===== src/rtl/l15_scratch_responder_pkg.sv =====
// l15_scratch_responder_pkg
// Purpose: shared constants for the L1.5 scratch responder. These are the
//          request/return type codes, the access size codes, the L15 AMO
//          operation codes, the FSM state encoding and the registered request
//          record.
// Ports:   none (package).
// Config:  the AMO datapath in the top is compiled only when
//          L15_RESPONDER_AMO_EN is defined.
package l15_scratch_responder_pkg;

  localparam int PHY_ADDR_WIDTH   = 40;
  localparam int L15_AMO_OP_WIDTH = 4;

  // Request types
  localparam logic [4:0] RQ_LOAD  = 5'b00000;
  localparam logic [4:0] RQ_STORE = 5'b00001;
  localparam logic [4:0] RQ_AMO   = 5'b00110;

  // Return types
  localparam logic [3:0] RT_LOAD_RET   = 4'b0000;
  localparam logic [3:0] RT_ATOMIC_RET = 4'b0011;
  localparam logic [3:0] RT_ST_ACK     = 4'b0100;

  // Access sizes
  localparam logic [2:0] SZ_1B = 3'b000;
  localparam logic [2:0] SZ_2B = 3'b001;
  localparam logic [2:0] SZ_4B = 3'b010;
  localparam logic [2:0] SZ_8B = 3'b011;

  // AMO operations
  localparam logic [L15_AMO_OP_WIDTH-1:0] L15_AMO_OP_NONE = 4'b0000;
  localparam logic [L15_AMO_OP_WIDTH-1:0] L15_AMO_OP_LR   = 4'b0001;
  localparam logic [L15_AMO_OP_WIDTH-1:0] L15_AMO_OP_SC   = 4'b0010;
  localparam logic [L15_AMO_OP_WIDTH-1:0] L15_AMO_OP_SWAP = 4'b0011;
  localparam logic [L15_AMO_OP_WIDTH-1:0] L15_AMO_OP_ADD  = 4'b0100;
  localparam logic [L15_AMO_OP_WIDTH-1:0] L15_AMO_OP_AND  = 4'b0101;
  localparam logic [L15_AMO_OP_WIDTH-1:0] L15_AMO_OP_OR   = 4'b0110;
  localparam logic [L15_AMO_OP_WIDTH-1:0] L15_AMO_OP_XOR  = 4'b0111;

  // FSM states
  localparam logic [1:0] ST_IDLE = 2'd0;
  localparam logic [1:0] ST_ACK  = 2'd1;
  localparam logic [1:0] ST_WAIT = 2'd2;
  localparam logic [1:0] ST_RESP = 2'd3;

  // Request fields captured on accept. The word index is kept separately
  // because its width depends on DEPTH.
  typedef struct packed {
    logic [4:0]                  rqtype;
    logic [L15_AMO_OP_WIDTH-1:0] amo_op;
    logic [2:0]                  size;
    logic [2:0]                  off;
    logic [63:0]                 data;
  } req_t;

endpackage


===== src/rtl/l15_scratch_responder_if.sv =====
// l15_scratch_responder_if
// Purpose: the core-side transducer <-> L1.5 request/response signal bundle.
// Modports:
//   master - the transducer. It drives the request and req_ack, and it sees
//            ack/val/returntype/data.
//   slave  - the L1.5 stand-in, which is the other end of the same signals.
interface l15_scratch_responder_if;
  import l15_scratch_responder_pkg::*;

  logic                        transducer_l15_val;
  logic [4:0]                  transducer_l15_rqtype;
  logic [L15_AMO_OP_WIDTH-1:0] transducer_l15_amo_op;
  logic [2:0]                  transducer_l15_size;
  logic [PHY_ADDR_WIDTH-1:0]   transducer_l15_address;
  logic [63:0]                 transducer_l15_data;
  logic                        transducer_l15_nc;
  logic                        l15_transducer_ack;
  logic                        l15_transducer_header_ack;
  logic                        l15_transducer_val;
  logic [3:0]                  l15_transducer_returntype;
  logic [63:0]                 l15_transducer_data_0;
  logic [63:0]                 l15_transducer_data_1;
  logic                        transducer_l15_req_ack;

  modport master (
    output transducer_l15_val, transducer_l15_rqtype, transducer_l15_amo_op,
           transducer_l15_size, transducer_l15_address, transducer_l15_data,
           transducer_l15_nc, transducer_l15_req_ack,
    input  l15_transducer_ack, l15_transducer_header_ack, l15_transducer_val,
           l15_transducer_returntype, l15_transducer_data_0, l15_transducer_data_1
  );

  modport slave (
    input  transducer_l15_val, transducer_l15_rqtype, transducer_l15_amo_op,
           transducer_l15_size, transducer_l15_address, transducer_l15_data,
           transducer_l15_nc, transducer_l15_req_ack,
    output l15_transducer_ack, l15_transducer_header_ack, l15_transducer_val,
           l15_transducer_returntype, l15_transducer_data_0, l15_transducer_data_1
  );
endinterface


===== src/rtl/l15_scratch_lane_mask.sv =====
// l15_scratch_lane_mask
// Purpose: byte-lane mask for a sized access. Bit k of the mask is lane k
//          (address offset k, data bits [63-8k -: 8]). The access starts at
//          the offset rounded down to a multiple of the size.
// Ports:
//   i_size    - access size code (1/2/4/8 bytes; codes >= 3'b100 invalid)
//   i_offset  - address[2:0]
//   o_mask    - lanes covered by the access (all zero for an invalid size)
//   o_size_ok - size code is one of the four legal sizes
module l15_scratch_lane_mask
  import l15_scratch_responder_pkg::*;
(
  input  logic [2:0] i_size,
  input  logic [2:0] i_offset,
  output logic [7:0] o_mask,
  output logic       o_size_ok
);

  logic [3:0] w_start;
  logic [3:0] w_end;

  always_comb begin
    w_start = 4'd0;
    w_end   = 4'd0;
    case (i_size)
      SZ_1B: begin w_start = {1'b0, i_offset};              w_end = w_start + 4'd1; end
      SZ_2B: begin w_start = {1'b0, i_offset[2:1], 1'b0};   w_end = w_start + 4'd2; end
      SZ_4B: begin w_start = {1'b0, i_offset[2], 2'b00};    w_end = w_start + 4'd4; end
      SZ_8B: begin w_start = 4'd0;                          w_end = 4'd8;           end
      default: ;
    endcase
  end

  assign o_size_ok = ~i_size[2];

  genvar gi;
  generate
    for (gi = 0; gi < 8; gi++) begin : g_lane
      assign o_mask[gi] = (4'(gi) >= w_start) && (4'(gi) < w_end);
    end
  endgenerate

endmodule


===== src/rtl/l15_scratch_responder.sv =====
// l15_scratch_responder
// Purpose: behavioural L1.5 stand-in. It accepts one request at a time,
//          acks it and services it from a DEPTH x 64-bit scratch memory.
//          After RESP_LAT idle cycles it raises a response and holds that
//          response until req_ack.
// Ports:
//   clk    - clock
//   rst    - asynchronous active-high reset (clears FSM, outputs and memory)
//   l15_bus - slave side of l15_scratch_responder_if
// Parameters: DEPTH (words, power of two >= 2), RESP_LAT (0..255).
// Config: define L15_RESPONDER_AMO_EN to compile the AMO datapath (ADD, AND,
//         OR, XOR, SWAP on 4B/8B). Without it, AMO is an unknown request
//         type.
module l15_scratch_responder
  import l15_scratch_responder_pkg::*;
#(
  parameter int DEPTH    = 16,
  parameter int RESP_LAT = 2
) (
  input  logic                    clk,
  input  logic                    rst,
  l15_scratch_responder_if.slave  l15_bus
);

  localparam int IDXW = $clog2(DEPTH);
  // WAIT is never entered when RESP_LAT is 0, so that value of LAT_LAST is
  // unused.
  localparam logic [7:0] LAT_LAST = (RESP_LAT == 0) ? 8'd0 : 8'(RESP_LAT - 1);

  logic [1:0]      r_state;
  logic [7:0]      r_cnt;
  req_t            r_req;
  logic [IDXW-1:0] r_idx;
  logic [3:0]      r_rtype;
  logic [63:0]     r_data_0;
  logic [63:0]     r_data_1;
  logic [63:0]     r_mem [DEPTH];

  logic [7:0]      w_mask;
  logic            w_size_ok;
  logic [63:0]     w_bitmask;
  logic [63:0]     w_old;
  logic [IDXW-1:0] w_even;
  logic [IDXW-1:0] w_odd;
  logic            w_mem_we;
  logic [63:0]     w_mem_wdata;
  logic [3:0]      w_rtype;
  logic [63:0]     w_d0;
  logic [63:0]     w_d1;
  logic            w_unused;

  l15_scratch_lane_mask u_lane_mask (
    .i_size    (r_req.size),
    .i_offset  (r_req.off),
    .o_mask    (w_mask),
    .o_size_ok (w_size_ok)
  );

  genvar gi;
  generate
    for (gi = 0; gi < 8; gi++) begin : g_bitmask
      assign w_bitmask[63-8*gi -: 8] = {8{w_mask[gi]}};
    end
  endgenerate

  assign w_old  = r_mem[r_idx];
  // A load returns the aligned pair that contains the addressed word.
  assign w_even = r_idx & ~IDXW'(1);
  assign w_odd  = r_idx | IDXW'(1);

`ifdef L15_RESPONDER_AMO_EN
  logic [63:0] w_amo_a;
  logic [63:0] w_amo_b;
  logic [63:0] w_amo_r;
  logic [63:0] w_amo_field;
  logic        w_amo_ok;

  // A 4B operand is moved down to bit 0 so that ADD carries stay inside the
  // field. The result is then moved back to its lane position.
  always_comb begin
    if (r_req.size == SZ_8B) begin
      w_amo_a = w_old;
      w_amo_b = r_req.data;
    end else if (r_req.off[2]) begin
      w_amo_a = {32'b0, w_old[31:0]};
      w_amo_b = {32'b0, r_req.data[31:0]};
    end else begin
      w_amo_a = {32'b0, w_old[63:32]};
      w_amo_b = {32'b0, r_req.data[63:32]};
    end
    w_amo_ok = (r_req.size == SZ_4B) || (r_req.size == SZ_8B);
    case (r_req.amo_op)
      L15_AMO_OP_ADD:  w_amo_r = w_amo_a + w_amo_b;
      L15_AMO_OP_AND:  w_amo_r = w_amo_a & w_amo_b;
      L15_AMO_OP_OR:   w_amo_r = w_amo_a | w_amo_b;
      L15_AMO_OP_XOR:  w_amo_r = w_amo_a ^ w_amo_b;
      L15_AMO_OP_SWAP: w_amo_r = w_amo_b;
      default: begin
        w_amo_r  = w_amo_a;
        w_amo_ok = 1'b0;
      end
    endcase
    if (r_req.size == SZ_8B)  w_amo_field = w_amo_r;
    else if (r_req.off[2])    w_amo_field = {32'b0, w_amo_r[31:0]};
    else                      w_amo_field = {w_amo_r[31:0], 32'b0};
  end
`endif

  // Response and memory-write values, which are committed on the ACK edge.
  // Any request with an illegal size code falls through to ST_ACK with no
  // effect.
  always_comb begin
    w_mem_we    = 1'b0;
    w_mem_wdata = w_old;
    w_rtype     = RT_ST_ACK;
    w_d0        = '0;
    w_d1        = '0;
    if (w_size_ok) begin
      case (r_req.rqtype)
        RQ_LOAD: begin
          w_rtype = RT_LOAD_RET;
          w_d0    = r_mem[w_even];
          w_d1    = r_mem[w_odd];
        end
        RQ_STORE: begin
          w_mem_we    = 1'b1;
          w_mem_wdata = (w_old & ~w_bitmask) | (r_req.data & w_bitmask);
        end
`ifdef L15_RESPONDER_AMO_EN
        RQ_AMO: begin
          w_rtype     = RT_ATOMIC_RET;
          w_d0        = w_old & w_bitmask;
          w_mem_we    = w_amo_ok;
          w_mem_wdata = (w_old & ~w_bitmask) | (w_amo_field & w_bitmask);
        end
`endif
        default: ;
      endcase
    end
  end

  always_ff @(posedge clk or posedge rst) begin
    if (rst) begin
      r_state  <= ST_IDLE;
      r_cnt    <= '0;
      r_req    <= '0;
      r_idx    <= '0;
      r_rtype  <= '0;
      r_data_0 <= '0;
      r_data_1 <= '0;
      for (int i = 0; i < DEPTH; i++) r_mem[i] <= '0;
    end else begin
      case (r_state)
        ST_IDLE: begin
          if (l15_bus.transducer_l15_val) begin
            r_req.rqtype <= l15_bus.transducer_l15_rqtype;
            r_req.amo_op <= l15_bus.transducer_l15_amo_op;
            r_req.size   <= l15_bus.transducer_l15_size;
            r_req.off    <= l15_bus.transducer_l15_address[2:0];
            r_req.data   <= l15_bus.transducer_l15_data;
            r_idx        <= l15_bus.transducer_l15_address[3 +: IDXW];
            r_state      <= ST_ACK;
          end
        end
        ST_ACK: begin
          if (w_mem_we) r_mem[r_idx] <= w_mem_wdata;
          r_rtype  <= w_rtype;
          r_data_0 <= w_d0;
          r_data_1 <= w_d1;
          r_cnt    <= '0;
          r_state  <= (RESP_LAT == 0) ? ST_RESP : ST_WAIT;
        end
        ST_WAIT: begin
          if (r_cnt == LAT_LAST) r_state <= ST_RESP;
          else                   r_cnt   <= r_cnt + 8'd1;
        end
        default: begin
          if (l15_bus.transducer_l15_req_ack) r_state <= ST_IDLE;
        end
      endcase
    end
  end

  assign l15_bus.l15_transducer_ack        = (r_state == ST_ACK);
  assign l15_bus.l15_transducer_header_ack = (r_state == ST_ACK);
  assign l15_bus.l15_transducer_val        = (r_state == ST_RESP);
  assign l15_bus.l15_transducer_returntype = r_rtype;
  assign l15_bus.l15_transducer_data_0     = r_data_0;
  assign l15_bus.l15_transducer_data_1     = r_data_1;

  // The non-cacheable hint and the address bits above the index have no
  // effect. The AMO op is dead when the AMO datapath is not compiled.
  assign w_unused = &{1'b0, l15_bus.transducer_l15_nc, r_req.amo_op,
                      l15_bus.transducer_l15_address[PHY_ADDR_WIDTH-1:IDXW+3]};

endmodule


===== src/flat_wrapper.sv =====
// flat-port wrapper written by rule: the top's interface ports become plain ports
module l15_scratch_responder_flat import l15_scratch_responder_pkg::*;
#(
  parameter int DEPTH    = 16,
  parameter int RESP_LAT = 2
)
  (clk, rst, l15_bus_transducer_l15_val, l15_bus_transducer_l15_rqtype, l15_bus_transducer_l15_amo_op, l15_bus_transducer_l15_size, l15_bus_transducer_l15_address, l15_bus_transducer_l15_data, l15_bus_transducer_l15_nc, l15_bus_transducer_l15_req_ack, l15_bus_l15_transducer_ack, l15_bus_l15_transducer_header_ack, l15_bus_l15_transducer_val, l15_bus_l15_transducer_returntype, l15_bus_l15_transducer_data_0, l15_bus_l15_transducer_data_1);
  l15_scratch_responder_if l15_bus_i ();
  input  logic clk;
  input  logic rst;
  input wire logic [$bits(l15_bus_i.transducer_l15_val)-1:0] l15_bus_transducer_l15_val;
  input wire logic [$bits(l15_bus_i.transducer_l15_rqtype)-1:0] l15_bus_transducer_l15_rqtype;
  input wire logic [$bits(l15_bus_i.transducer_l15_amo_op)-1:0] l15_bus_transducer_l15_amo_op;
  input wire logic [$bits(l15_bus_i.transducer_l15_size)-1:0] l15_bus_transducer_l15_size;
  input wire logic [$bits(l15_bus_i.transducer_l15_address)-1:0] l15_bus_transducer_l15_address;
  input wire logic [$bits(l15_bus_i.transducer_l15_data)-1:0] l15_bus_transducer_l15_data;
  input wire logic [$bits(l15_bus_i.transducer_l15_nc)-1:0] l15_bus_transducer_l15_nc;
  input wire logic [$bits(l15_bus_i.transducer_l15_req_ack)-1:0] l15_bus_transducer_l15_req_ack;
  output wire logic [$bits(l15_bus_i.l15_transducer_ack)-1:0] l15_bus_l15_transducer_ack;
  output wire logic [$bits(l15_bus_i.l15_transducer_header_ack)-1:0] l15_bus_l15_transducer_header_ack;
  output wire logic [$bits(l15_bus_i.l15_transducer_val)-1:0] l15_bus_l15_transducer_val;
  output wire logic [$bits(l15_bus_i.l15_transducer_returntype)-1:0] l15_bus_l15_transducer_returntype;
  output wire logic [$bits(l15_bus_i.l15_transducer_data_0)-1:0] l15_bus_l15_transducer_data_0;
  output wire logic [$bits(l15_bus_i.l15_transducer_data_1)-1:0] l15_bus_l15_transducer_data_1;
  assign l15_bus_i.transducer_l15_val = l15_bus_transducer_l15_val;
  assign l15_bus_i.transducer_l15_rqtype = l15_bus_transducer_l15_rqtype;
  assign l15_bus_i.transducer_l15_amo_op = l15_bus_transducer_l15_amo_op;
  assign l15_bus_i.transducer_l15_size = l15_bus_transducer_l15_size;
  assign l15_bus_i.transducer_l15_address = l15_bus_transducer_l15_address;
  assign l15_bus_i.transducer_l15_data = l15_bus_transducer_l15_data;
  assign l15_bus_i.transducer_l15_nc = l15_bus_transducer_l15_nc;
  assign l15_bus_i.transducer_l15_req_ack = l15_bus_transducer_l15_req_ack;
  assign l15_bus_l15_transducer_ack = l15_bus_i.l15_transducer_ack;
  assign l15_bus_l15_transducer_header_ack = l15_bus_i.l15_transducer_header_ack;
  assign l15_bus_l15_transducer_val = l15_bus_i.l15_transducer_val;
  assign l15_bus_l15_transducer_returntype = l15_bus_i.l15_transducer_returntype;
  assign l15_bus_l15_transducer_data_0 = l15_bus_i.l15_transducer_data_0;
  assign l15_bus_l15_transducer_data_1 = l15_bus_i.l15_transducer_data_1;
  l15_scratch_responder #(.DEPTH(DEPTH), .RESP_LAT(RESP_LAT)) u_core (.clk(clk), .rst(rst), .l15_bus(l15_bus_i));
endmodule

===== config.mk =====
export PLATFORM = sky130hd
export DESIGN_NAME = l15_scratch_responder_flat
export DESIGN_NICKNAME = d
export VERILOG_FILES = /design/src/rtl/l15_scratch_responder_pkg.sv /design/src/rtl/l15_scratch_responder_if.sv /design/src/rtl/l15_scratch_lane_mask.sv /design/src/rtl/l15_scratch_responder.sv /design/src/flat_wrapper.sv
export SDC_FILE = /design/constraint.sdc
export NUM_CORES = 2
export LEC_CHECK = 0
export CAP_MARGIN = 0
export CORE_MARGIN = 10
export CORE_UTILIZATION = 55
export DETAILED_ROUTE_END_ITERATION = 8
export GPL_TIMING_DRIVEN = 1
export PLACE_DENSITY = 0.74
export SLEW_MARGIN = 20
export SYNTH_ARGS = -nofsm -noshare
export SYNTH_HDL_FRONTEND = slang
export SYNTH_SLANG_ARGS = --single-unit

===== constraint.sdc =====
create_clock -name clk -period 46 [get_ports clk]
set_input_delay 6.9 -clock clk [delete_from_list [all_inputs] [get_ports clk]]
set_output_delay 6.9 -clock clk [all_outputs]
set_load 0.01 [all_outputs]

==> impl_metrics.env <==
export IMPL_ctsResizeCount=0
export IMPL_clkTransAtPathRegs_ns=0.06
export IMPL_drive_gt1_share_pct=16.8
export IMPL_die_area_um2=117000
export IMPL_yosysWarnings=0
export IMPL_finish_utilization_pct=62.2
export IMPL_hold_ws_ns=0.476
export IMPL_clk_insertion_delay_late_ns=0.75
export IMPL_chipHeight_um=343
export IMPL_fin_tns_setup_ns=0
export IMPL_first_iter_violations=4147
export IMPL_ys_types=82
export IMPL_die_width_um=343
export IMPL_std_cell_rows=118
export IMPL_synth_flop_cell="dfrtp_1"
export IMPL_io_pins=256
export IMPL_drcViolationCount=0
export IMPL_slew_viol_final=0
export IMPL_first_global_vias=40657
export IMPL_critPathCaptureType="async pin"
export IMPL_final_nets=5058
export IMPL_max_vdd_ir_drop_v=0.0000584
export IMPL_start_util_pct=55.3
export IMPL_clock_sinks=1242
export IMPL_core_area_um2=103000
export IMPL_path_max_fanout=170
export IMPL_syn_instance_count=4955
export IMPL_post_cts_buffers=0
export IMPL_max_freq_mhz=101
export IMPL_critPathRequiredTime_ns=46.65
export IMPL_syn_to_final_growth_pct=12.3
export IMPL_avgSynthCellArea_um2=11.6
export IMPL_hp_class="flip-flop to flip-flop"
export IMPL_finalHoldViolations=0
export IMPL_rsz0062_at_grt="false"
export IMPL_period_minus_slack_ns=9.93
export IMPL_maxCapViolations=0
export IMPL_grt_max_degree=176
export IMPL_fin_skew_ns=0.0312
export IMPL_antenna_found_initial=3
export IMPL_hold_path_depth=2
export IMPL_worst_pin_slew_ns=1.14
export IMPL_async_flop_share_pct=100
export IMPL_postRouteAntennaNets=0
export IMPL_cts_tree="yes"
export IMPL_grt_pass1_wl_um=240000
export IMPL_dpl_cell_count=6167
export IMPL_relSlewSlack_pct=24.2
export IMPL_yosysSeqAreaShare_pct=54.3
export IMPL_firstDrtPassIters=6
export IMPL_drt_wl_total_um=154000
export IMPL_worstSetupPathType="input pin to async pin"
export IMPL_critPathArrivalTime_ns=10.58
export IMPL_setup_violations=0
export IMPL_worstRegToRegCells=7
export IMPL_gp_congestion=0.837
export IMPL_gr_usage_all_layers_pct=26.2
export IMPL_ys_seq_elements=1242
export IMPL_finalNonFillerCells=6401
export IMPL_synth_top_cell_area_share_pct=54.3
export IMPL_total_power_w=0.00322
export IMPL_yosysTopAreaCell="dfrtp_1"
export IMPL_yosysMostFrequentCell="dfrtp_1"
export IMPL_cts_root_buf="clkbuf_16"
export IMPL_clk_path_buf_depth=3
export IMPL_power_leakage_nw=27.9
export IMPL_synth_area_um2=57300
export IMPL_post_drt_wl_per_cell_um=24.1
export IMPL_vias=40236
export IMPL_overflow=0
export IMPL_regArea_um2=31100
export IMPL_nFillCells=7881
export IMPL_port_buffers=214
export IMPL_crit_path_start_kind="input pin"
export IMPL_period_share_pct=21.6
export IMPL_hpwl_um=88900
export IMPL_cellPowerDensity_nw_per_um2=50.1
export IMPL_multi_input_area_um2=24200
export IMPL_ys_top_cells_by_area="dfrtp_1 (54%), mux4_2 (13%), o21ai_0 (5.3%)"
export IMPL_status="completed"
export IMPL_synth_commonest_cells="dfrtp_1 (1,242), nand2_1 (644), o21ai_0 (610)"
export IMPL_cts_hold_buf=0
export IMPL_viasPerCell=6.29
export IMPL_synth_edff_count=0
export IMPL_antenna_cells=0
export IMPL_cts_inserted_buffers=133
export IMPL_cts_max_level=4
## layout by cell type, fill, tap and decap left out, types with 10 or more instances in the layout
master           synthesis  routed
nor2_4                   0      10
mux2i_4                 22      22
nand2_1                644     634
a22o_1                  12      12
clkdlybuf4s50_1          0     214
o2bb2ai_1              115     115
inv_1                   14      11
clkinv_2                 0      19
nor2_1                 470     462
o21ai_1                 22      22
a22oi_1                 20      20
nor2b_1                 21      19
o22ai_1                 25      25
nand3_1                 21      13
clkbuf_8                 0      32
buf_4                   49      62
clkbuf_1               236      19
a211oi_1                17      17
o21ai_0                610     610
a21oi_1                461     459
mux2i_1                210     198
mux2_2                 120     120
mux2i_2                  3      15
a21oi_2                 10      12
mux4_2                 320     320
dfrtp_1               1242    1238
clkbuf_16                0     138
## metrics by stage
| stage | area [um^2] | worst slack [ns] |
|---|---|---|
| floorplan | 57300 | 4.10 |
| global placement | 59800 | 35.03 |
| detailed placement | 59800 | 35.01 |
| CTS | 64100 | 35.78 |
| global route | 64300 | 35.46 |
| finish | 64300 | 36.07 |
## path summary, 6_finish.rpt
| path | start | endpoint | slack (ns) |
|---|---|---|---|
| min in group asynchronous | rst | u_core.r_req[58] | 6.70 |
| max in group clk | u_core.r_state[1] | l15_bus_l15_transducer_ack | 36.84 |
| worst max register to register | u_core.r_idx[0] | u_core.r_mem[445] | 41.14 |
| worst min-delay path | u_core.r_mem[46] | u_core.r_mem[46] | 0.48 |
| worst min register to register | u_core.r_mem[46] | u_core.r_mem[46] | 0.48 |
| worst max-delay path | rst | u_core.r_idx[1] | 36.07 |
## routing by layer
layer,part of all wire (%),routed length [um],global-route usage (%),vias to the layer above
met2,48,74200,41.8,1628
met5,0.018,27,0,-
li1,-,-,-,17669
met1,40,62200,35.4,20596
met4,3.2,5000,9.80,4
met3,8.2,12600,5.39,339
## area by class of cell
cell class	instances	area share [%]
Clock inverter	39	0.593
Sequential cell	1242	48.3
Clock buffer	189	6.16
Tap cell	1380	2.68
Timing Repair Buffer	289	4.43
Multi-Input combinational cell	3248	37.7
Inverter	14	0.109
## state kept, by name, summed over array words and instances (netlist names)
| signal | cells |
|---|---|
| u_core.l15_bus.l15_transducer_data_0 | 64 |
| u_core.l15_bus.l15_transducer_returntype | 1 |
| u_core.r_cnt | 8 |
| u_core.l15_bus.l15_transducer_data_1 | 64 |
| u_core.r_req | 75 |
| u_core.r_mem | 1024 |
| u_core.r_state | 2 |
| u_core.r_idx | 4 |
## critical path, cell delays in order
cell	delay [ns]
clkdlybuf4s50_1	0.49
inv_8	0.54
buf_12	0.59
buf_4	0.84
buf_4	0.81
## power breakdown
part	switching (W)	total, W	internal [W]	leakage, nW
registers	0.000112	0.00130	0.00119	17.1
logic	0.000527	0.000857	0.000329	8.57
clock network	0.000444	0.00107	0.000623	2.14
## kinds of logic after synthesis
logic type / Yosys count / synth area share, %
AOI/OAI and AO/OA: 1349 / 13.4
DFF: 1242 / 54.3
and+or+nand+nor: 1203 / 8.37
muxes: 680 / 19.8
buffers and inverters: 467 / 3.97
adders and majority gates: 9 / 0.197
xor gates and xnor gates: 4 / 0.0612
other: 1 / 0.00655
(Power assumes the default switching activity.)
